==> config.mk <==
export PLATFORM = sky130hd
export DESIGN_NAME = pc_fetch_unit_flat
export DESIGN_NICKNAME = d
export VERILOG_FILES = /design/src/rtl/mcpu_pkg.sv /design/src/rtl/pc_fetch_unit_if.sv /design/src/rtl/pc_next_sel.sv /design/src/rtl/pc_fetch_unit.sv /design/src/flat_wrapper.sv
export SDC_FILE = /design/constraint.sdc
export NUM_CORES = 1
export LEC_CHECK = 0
export BUFFER_PORTS_ARGS = -buffer_cell sky130_fd_sc_hd__buf_4
export CELL_PAD_IN_SITES_DETAIL_PLACEMENT = 1
export CELL_PAD_IN_SITES_GLOBAL_PLACEMENT = 2
export CORE_ASPECT_RATIO = 1.75
export CORE_MARGIN = 2
export CORE_UTILIZATION = 32
export CTS_CLUSTER_DIAMETER = 200
export DETAILED_ROUTE_END_ITERATION = 8
export GPL_ROUTABILITY_DRIVEN = 0
export PLACE_DENSITY_LB_ADDON = 0.1
export SLEW_MARGIN = 25
export SYNTH_ARGS = -nofsm -noshare
export SYNTH_HDL_FRONTEND = slang
export SYNTH_SLANG_ARGS = --single-unit
==> constraint.sdc <==
create_clock -name clk -period 8.4 [get_ports clk]
set_input_delay 1.68 -clock clk [delete_from_list [all_inputs] [get_ports clk]]
set_output_delay 1.68 -clock clk [all_outputs]
set_load 0.02 [all_outputs]
==> src/rtl/mcpu_pkg.sv <==
// mcpu_pkg: sequencer state encodings, opcode/func constants and the reset PC shared by the CPU blocks.
package mcpu_pkg;
  typedef enum logic [2:0] {
    S_IF   = 3'b000,
    S_ID   = 3'b001,
    S_EXE1 = 3'b110,
    S_EXE2 = 3'b101,
    S_EXE3 = 3'b010,
    S_WB1  = 3'b111,
    S_WB2  = 3'b100,
    S_MEM  = 3'b011
  } state_e;
  localparam logic [5:0] OP_RTYPE = 6'b000000;
  localparam logic [5:0] OP_BLTZ  = 6'b000001;
  localparam logic [5:0] OP_J     = 6'b000010;
  localparam logic [5:0] OP_JAL   = 6'b000011;
  localparam logic [5:0] OP_BEQ   = 6'b000100;
  localparam logic [5:0] OP_BNE   = 6'b000101;
  localparam logic [5:0] OP_LW    = 6'b100011;
  localparam logic [5:0] OP_SW    = 6'b101011;
  localparam logic [5:0] OP_HALT  = 6'b111111;
  localparam logic [5:0] FN_JR    = 6'b001000;
  localparam logic [31:0] RESET_PC_DEF = 32'h0000_0000;
  function automatic logic [31:0] branch_off(input logic [15:0] imm);
    return {{14{imm[15]}}, imm, 2'b00};
  endfunction
endpackage

==> src/rtl/pc_fetch_unit_if.sv <==
// pc_fetch_unit_if: sequencer/datapath-facing signals of the fetch unit.
interface pc_fetch_unit_if;
  import mcpu_pkg::*;
  state_e      state;
  logic [31:0] instr_in;
  logic        zero;
  logic        sign;
  logic [31:0] rs_data;
  logic [31:0] pc;
  logic [31:0] pc_plus4;
  logic [31:0] ir;
  logic        ra_we;
  logic [31:0] ra_data;
  logic        halted;
  logic [31:0] retired_cnt;
  modport slave (input state, instr_in, zero, sign, rs_data,
                 output pc, pc_plus4, ir, ra_we, ra_data, halted, retired_cnt);
  modport master (output state, instr_in, zero, sign, rs_data,
                  input pc, pc_plus4, ir, ra_we, ra_data, halted, retired_cnt);
endinterface

==> src/rtl/pc_next_sel.sv <==
// pc_next_sel: combinational next-PC selection and PC write enable for the current sequencer state.
module pc_next_sel import mcpu_pkg::*; (
  input  state_e      state,
  input  logic [31:0] ir,
  input  logic        zero,
  input  logic        sign,
  input  logic [31:0] rs_data,
  input  logic [31:0] pc,
  output logic [31:0] next_pc,
  output logic        pc_we
);
  logic [31:0] pc4;
  logic [5:0]  op;
  logic        jmp, jr, exe2, seq, taken;
  always_comb begin
    pc4     = pc + 32'd4;
    op      = ir[31:26];
    jmp     = state == S_ID && (op == OP_J || op == OP_JAL);
    jr      = state == S_ID && op == OP_RTYPE && ir[5:0] == FN_JR;
    exe2    = state == S_EXE2;
    seq     = state == S_WB1 || state == S_WB2 || (state == S_MEM && op == OP_SW);
    taken   = (op == OP_BEQ && zero) || (op == OP_BNE && !zero) || (op == OP_BLTZ && sign);
    pc_we   = jmp || jr || exe2 || seq;
    next_pc = jmp ? {pc4[31:28], ir[25:0], 2'b00} :
              jr ? (rs_data & ~32'd3) :
              (exe2 && taken) ? pc4 + branch_off(ir[15:0]) : pc4;
  end
endmodule

==> src/rtl/pc_fetch_unit.sv <==
// pc_fetch_unit: PC/IR registers, jal link write and sticky halt of the multi-cycle CPU.
// Optional retired-instruction counter enabled by defining PERF_CNT_EN.
module pc_fetch_unit import mcpu_pkg::*; #(
  parameter logic [31:0] RESET_PC = RESET_PC_DEF
) (
  input  logic clk,
  input  logic Reset,
  pc_fetch_unit_if.slave bus
);
  logic [31:0] pc_q, pc_d, ir_q, ir_d, ra_data_q, ra_data_d, next_pc;
  logic        halted_q, halted_d, ra_we_q, ra_we_d, pc_we, halt_now, in_id;
  pc_next_sel u_sel (
    .state(bus.state), .ir(ir_q), .zero(bus.zero), .sign(bus.sign),
    .rs_data(bus.rs_data), .pc(pc_q), .next_pc(next_pc), .pc_we(pc_we)
  );
  always_comb begin
    in_id     = !halted_q && bus.state == S_ID;
    halt_now  = in_id && ir_q[31:26] == OP_HALT;
    pc_d      = (pc_we && !halted_q) ? next_pc : pc_q;
    ir_d      = (!halted_q && bus.state == S_IF) ? bus.instr_in : ir_q;
    halted_d  = halted_q || halt_now;
    ra_we_d   = in_id && ir_q[31:26] == OP_JAL;
    // the link value must be captured before pc moves to the jump target
    ra_data_d = ra_we_d ? pc_q + 32'd4 : ra_data_q;
  end
  always_ff @(posedge clk or negedge Reset)
    if (!Reset) begin
      pc_q      <= RESET_PC;
      ir_q      <= '0;
      halted_q  <= 1'b0;
      ra_we_q   <= 1'b0;
      ra_data_q <= '0;
    end else begin
      pc_q      <= pc_d;
      ir_q      <= ir_d;
      halted_q  <= halted_d;
      ra_we_q   <= ra_we_d;
      ra_data_q <= ra_data_d;
    end
`ifdef PERF_CNT_EN
  logic [31:0] cnt_q, cnt_d;
  always_comb cnt_d = cnt_q + {31'd0, (pc_we && !halted_q) || halt_now};
  always_ff @(posedge clk or negedge Reset)
    if (!Reset) cnt_q <= '0;
    else cnt_q <= cnt_d;
  assign bus.retired_cnt = cnt_q;
`else
  assign bus.retired_cnt = 32'h0;
`endif
  assign bus.pc       = pc_q;
  assign bus.pc_plus4 = pc_q + 32'd4;
  assign bus.ir       = ir_q;
  assign bus.ra_we    = ra_we_q;
  assign bus.ra_data  = ra_data_q;
  assign bus.halted   = halted_q;
endmodule

==> src/flat_wrapper.sv <==
// flat-port wrapper written by rule: the top's interface ports become plain ports
module pc_fetch_unit_flat import mcpu_pkg::*;
#(
  parameter logic [31:0] RESET_PC = RESET_PC_DEF
)
  (clk, Reset, bus_state, bus_instr_in, bus_zero, bus_sign, bus_rs_data, bus_pc, bus_pc_plus4, bus_ir, bus_ra_we, bus_ra_data, bus_halted, bus_retired_cnt);
  pc_fetch_unit_if bus_i ();
  input  logic clk;
  input  logic Reset;
  input wire logic [$bits(bus_i.state)-1:0] bus_state;
  input wire logic [$bits(bus_i.instr_in)-1:0] bus_instr_in;
  input wire logic [$bits(bus_i.zero)-1:0] bus_zero;
  input wire logic [$bits(bus_i.sign)-1:0] bus_sign;
  input wire logic [$bits(bus_i.rs_data)-1:0] bus_rs_data;
  output wire logic [$bits(bus_i.pc)-1:0] bus_pc;
  output wire logic [$bits(bus_i.pc_plus4)-1:0] bus_pc_plus4;
  output wire logic [$bits(bus_i.ir)-1:0] bus_ir;
  output wire logic [$bits(bus_i.ra_we)-1:0] bus_ra_we;
  output wire logic [$bits(bus_i.ra_data)-1:0] bus_ra_data;
  output wire logic [$bits(bus_i.halted)-1:0] bus_halted;
  output wire logic [$bits(bus_i.retired_cnt)-1:0] bus_retired_cnt;
  assign bus_i.state = bus_state;
  assign bus_i.instr_in = bus_instr_in;
  assign bus_i.zero = bus_zero;
  assign bus_i.sign = bus_sign;
  assign bus_i.rs_data = bus_rs_data;
  assign bus_pc = bus_i.pc;
  assign bus_pc_plus4 = bus_i.pc_plus4;
  assign bus_ir = bus_i.ir;
  assign bus_ra_we = bus_i.ra_we;
  assign bus_ra_data = bus_i.ra_data;
  assign bus_halted = bus_i.halted;
  assign bus_retired_cnt = bus_i.retired_cnt;
  pc_fetch_unit #(.RESET_PC(RESET_PC)) u_core (.clk(clk), .Reset(Reset), .bus(bus_i));
endmodule
# Yosys cells after proc, flatten, opt, wreduce, memory -nomap -nowiden
# Cells that the tools add are included.
# word_totals
wordCells,49
reg_bits,98
# classes
n_mux,3
n_eq_ne,13
reduce_logical,26
n_addsub,2
# ops
cell,n
2-to-1 mux 32 bit,3
adder 32 x 3 -> 32 bit (second input constant),1
adder 32 bit,1
logical AND 1 bit,13
equality test 6 x 2 -> 1 bit (second input constant),2
equality test 6 x 3 -> 1 bit (second input constant),2
equality test 6 bit (second input constant),2
equality test 3 bit (second input constant),3
logical OR 1 bit,9
equality test 6 x 1 -> 1 bit (second input constant),1
equality test 6 x 4 -> 1 bit (second input constant),1
zero test 6 bit,1
equality test 3 x 1 -> 1 bit (second input constant),1
equality test 3 x 2 -> 1 bit (second input constant),1
zero test 3 bit,1
zero test 1 bit,2

# Depth between registers and ports, before layout
# depth
ltp_word,8
depth_mapped,18
depth_no_buf,17

# Hierarchy
# A second synthesis with hierarchy kept.
# hier_totals
hier_cells,881
area_unflattened_um2,7952.6
# by_module_without_submodules
module,cells_each,area_per_inst_um2,instances,seq_area_each_um2
pc_fetch_unit,377,4583.1,1,2452.4
pc_next_sel,504,3369.5,1,0.0

# Least setup slack after synthesis
# Ideal clock, no wire load.
# synth_path
path_kind,flip-flop to flip-flop
start,"register u_core.pc_q[4], in the netlist u_core.bus.pc[4]"
end,"register u_core.pc_q[25], in the netlist u_core.bus.pc[25]"
path_stages_with_launch,15
t_required_ns,8.279
setup_time_ns,0.121
arrival_ns,3.737
path_slack_ns,4.542
cell_sequence,dfrtp_1 > and3_2 > and3_1 > nand4_2 > xnor2_1 > ha_1 > and2_1 > a221o_1 > nor2_1 > nand3_1 > a21bo_1 > a311o_1 > nand2_1 > a221oi_1 > o22a_1
# synth_between
elab_chain_len,5
# synth_lines
item,line_no,source
from (decl),pc_fetch_unit.sv:10,"logic [31:0] pc_q, pc_d, ir_q, ir_d, ra_data_q, ra_data_d, next_pc;"
from (signal assigned),pc_fetch_unit.sv:34,pc_q <= pc_d;
adder 32 x 3 -> 32 bit,n/a,
via bus_pc_plus4[19],flat_wrapper.sv:16,output wire logic [$bits(bus_i.pc_plus4)-1:0] bus_pc_plus4;
adder 32 bit,pc_next_sel.sv:26,(exe2 && taken) ? pc4 + branch_off(ir[15:0]) : pc4;
2-to-1 mux 32 bit,pc_next_sel.sv:26,
2-to-1 mux 32 bit,pc_next_sel.sv:25,jr ? (rs_data & ~32'd3) :
2-to-1 mux 32 bit,pc_next_sel.sv:24,"next_pc = jmp ? {pc4[31:28], ir[25:0], 2'b00} :"
# The timed path passes the listed nets, and every way through them passes these cells.
# A chain may end at the register's enable or synchronous reset.

# Worst setup path in the final report
# layout_path
start,"register u_core.pc_q[2], in the netlist u_core.bus.pc[2]"
end,output port bus_pc_plus4[28]
# layout_between
elab_chain_len,1
# layout_lines
item,line_no,source
adder 32 x 3 -> 32 bit,pc_fetch_unit.sv:51,assign bus.pc_plus4 = pc_q + 32'd4;
to (decl),flat_wrapper.sv:16,
# No other way between the ends.

==> metrics.md <==
| Metric | Value |
|---|---|
| Status | `complete, no violations` |
| Via count | `6,435` |
| CP required | `6.72 ns` |
| Die ar. | `0.0226 mm^2` |
| Mux share of post-synthesis cell area | `7.84%` |
| Io pins | `233` |
| Inserted Diodes | `0` |
| Via density | `5.42` |
| Post-synth EDFFs | `0` |
| Final Hold Vio Count | `0` |
| Die height | `197 um` |
| Most common cell after layout, fill and taps aside | `buf_4` |
| Final period util | `55.8%` |
| Worst r2r src | `u_core.bus.pc[4]$_DFFE_PN0P_` |
| Cell Pwr Density | `301 mW/mm^2` |
| Maxcap violations | `0` |
| Crit Path Max Fanout | `6` |
| Worst-skew pair later-pin latency | `0.36 ns` |
| Min cycle time layout | `4.69 ns` |
| Post-route ant nets | `0` |
| GRT Overall Usage | `22.9%` |
| Hold WS | `0.489 ns` |
| Initial antenna violation count | `0` |
| Synth Cell Area | `0.00683 mm^2` |
| # hold bufs at CTS | `0` |
| Pleak | `4.22 nW` |
| Post-CTS sizing | `0` |
| Warnings from Yosys | `0` |
| IO buf count | `192` |
| Synthesized area per cell | `9.04 um^2` |
| Worst setup EP type | `output pin` |
| Number of distinct library cells after synthesis | `79` |
| Layout cells sized above 1 | `29.7%` |
| Nets@finish | `1,039` |
| Largest net degree at the start of global routing | `57` |
| Wirelength per Cell | `21.4 um` |
| Number of global-route vias before repair | `7,042` |
| Initial Utilization | `32.6%` |
| Post-Synth Adder-Cell Area | `6.89%` |
| FF+latch count, synth | `94` |
| RSZ-0062 raised after global routing | `false` |
| Synth Area in Compound Gates | `22.0%` |
| Hpwl dp | `19,600 um` |
| Top FF cell, synth | `dfrtp_1` |
| Combinational Power Share | `56.8%` |
| Maximum clock rate | `213 MHz` |
| Clock share of power | `16.7%` |
| CTS tree | `yes` |
| Synth Area in XOR/XNOR | `6.03%` |
| Clock Skew | `0.00844 ns` |
| Area of the core | `0.0209 mm^2` |
| Residual DRC | `0` |
| Layout area overhead | `26.8%` |
| Register area share after synthesis | `34.5%` |
| Worst hold-check path type | `reg2reg` |
| Worst-margin pin slew | `1.03 ns` |
| Net switching power | `0.00119 W` |
| Simple-Gate Fraction of Synth Area | `14.8%` |
| Critical Path AT | `3.01 ns` |
| Crit Path Class | `reg2out` |
| DRT Pass-1 Iters | `4` |
| Final Max Tran Viols | `0` |
| Sw frac | `45.9%` |
| Largest family of logic cells by synthesized area | `compound AO/OA/AOI/OAI gates` |
| CP cell instances | `ha_1 -> and4_1 -> and3_1 -> nand2_1 -> nor3b_1 -> xnor2_1 -> inv_1 -> buf_4` |
| Clk buf depth | `2` |
| DRT iter0 DRCs | `181` |
| Crit-path max cell delay | `0.46 ns` |
| Setup Viol. Count Final | `0` |
| Clock-pin slew on the worst setup and hold paths | `0.07 ns` |
| Slowest stage cell, crit path | `dfrtp_1` |
| Pint | `0.00141 W` |
| Post CTS Setup Buffer Count | `0` |
| Reg power frac | `26.5%` |
| Clock root cell | `clkbuf_16` |
| Final total power | `0.00260 W` |
| Clock sinks | `94` |
| WL final | `25,500 um` |
| Worst Setup Start Kind | `flip-flop` |
| First-pass GRT wire length | `39,500 um` |
| Max_slew headroom | `30.9%` |
| Remaining global-route overflow | `0` |
| Crit path launch | `u_core.bus.pc[2]$_DFFE_PN0P_` |
| Num CTS Buffers | `9` |
| Peak supply drop | `113 uV` |
| Post-Synthesis Cells | `755` |
| Async set or reset register ratio after synthesis | `100%` |
| Floorplan die width | `114 um` |
| Final setup TNS | `0 ns` |
| Min-delay src | `u_core.bus.ra_data[30]$_DFFE_PN0P_` |
| Row count | `70` |
| H-tree Lvls | `3` |
| Commonest non-fill, non-tap cells in the layout | `buf_4 (200), dfrtp_1 (94), nand2_1 (70), o21ai_0 (54), a21oi_1 (53)` |
==> logic make-up (layout without fill, tap and decap cells) <==
kind of cell / count (synthesis) / after routing
flops: 94 / 94
other cells: 1 / 38
mux: 48 / 48
xor+xnor: 47 / 47
buf+inv: 101 / 245
compound gates: 227 / 227
simple gates: 200 / 200
fa+ha+maj: 37 / 37
==> sequential cells by signal, summed over array words and instances (netlist names) <==
| register | flops |
|---|---|
| u_core.bus.ir | 32 |
| u_core.bus.pc | 30 |
| u_core.bus.ra_data | 30 |
| u_core.bus.halted | 1 |
| u_core.bus.ra_we | 1 |
==> worst max-delay path: cells and delay by family (launching register included) <==
family | cells | cell delay, ns
AND/OR/NAND/NOR | 4 | 1.25
flip-flops | 1 | 0.46
buffers and inverters | 2 | 0.35
adder cells (fa/ha/maj) | 1 | 0.32
XOR/XNOR | 1 | 0.26
==> synthesized netlist by cell type (6+ instances only) <==
library cell   n  share of area (%)
nand3_1       20                1.5
o22ai_1       13                1.2
clkbuf_1      28                1.5
o221ai_1       7               0.90
ha_1          36                6.6
and4_1         6               0.77
a21o_1        25                2.7
nor3_1        11               0.81
xnor2_1       32                4.1
nor2_1        40                2.2
mux2_2        44                7.3
nand4_1        8               0.73
a21oi_1       53                3.9
nand2_1       70                3.8
buf_4         38                4.2
and3_1        12                1.1
o211ai_1      10                1.1
a221oi_1       8                1.0
dfrtp_1       94                 34
inv_1         28                1.5
o21ai_0       55                4.0
xor2_1        15                1.9
==> final timing paths <==
| check | slack, ns | end | depth (start not counted) |
|---|---|---|---|
| min in group asynchronous | 1.33 | u_core.bus.ra_data[17]$_DFFE_PN0P_ | 1 |
| hold reg to reg | 0.49 | u_core.bus.ra_data[30]$_DFFE_PN0P_ | 2 |
| setup / recovery | 3.71 | bus_pc_plus4[28] | 8 |
| setup reg to reg | 3.87 | u_core.bus.pc[25]$_DFFE_PN0P_ | 14 |
| hold / removal | 0.49 | u_core.bus.ra_data[30]$_DFFE_PN0P_ | 2 |
| max in group asynchronous | 5.88 | u_core.bus.ra_data[28]$_DFFE_PN0P_ | 2 |
==> routing by layer <==
layer / GRT usage (%) / vias to the layer above / routed length, um
met5: 0 / - / 0
met4: 8.54 / 0 / 755
met3: 3.19 / 42 / 1000
met2: 44.3 / 189 / 14100
met1: 24.6 / 3181 / 9550
li1: - / 3023 / -
==> through the flow <==
step	instances	utilization, %	instance area, um^2	setup WS, ns
after detailed placement	1172	39.9	8360	3.35
after CTS	1188	41.4	8660	3.68
after global placement	1172	39.9	8350	3.37
final	1188	41.4	8660	3.71
after floorplan	792	-	6970	4.54
after global routing	1188	41.4	8660	3.50
==> area by class of cell <==
| type | count | area [um^2] |
|---|---|---|
| flip-flops and latches | 94 | 2350 |
| fillers | 2473 | 12300 |
| repair buffers | 200 | 1500 |
| clock buffers | 13 | 260 |
| well taps | 252 | 315 |
| inverters | 29 | 109 |
| multi-input cells | 597 | 4080 |
| clock inverters | 3 | 42.5 |
==> power groups by stage <==
| stage | combinational [W] | sequential (W) | clock [W] |
|---|---|---|---|
| after global placement | 0.00145 | 0.000694 | 0 |
| after detailed placement | 0.00148 | 0.000700 | 0 |
| final | 0.00148 | 0.000691 | 0.000433 |
| after CTS | 0.00149 | 0.000692 | 0.000451 |
| after floorplan | 0.000855 | 0.000784 | 0 |
| after global routing | 0.00162 | 0.000712 | 0.000469 |
Note: power is estimated with default switching activity, not from simulation.
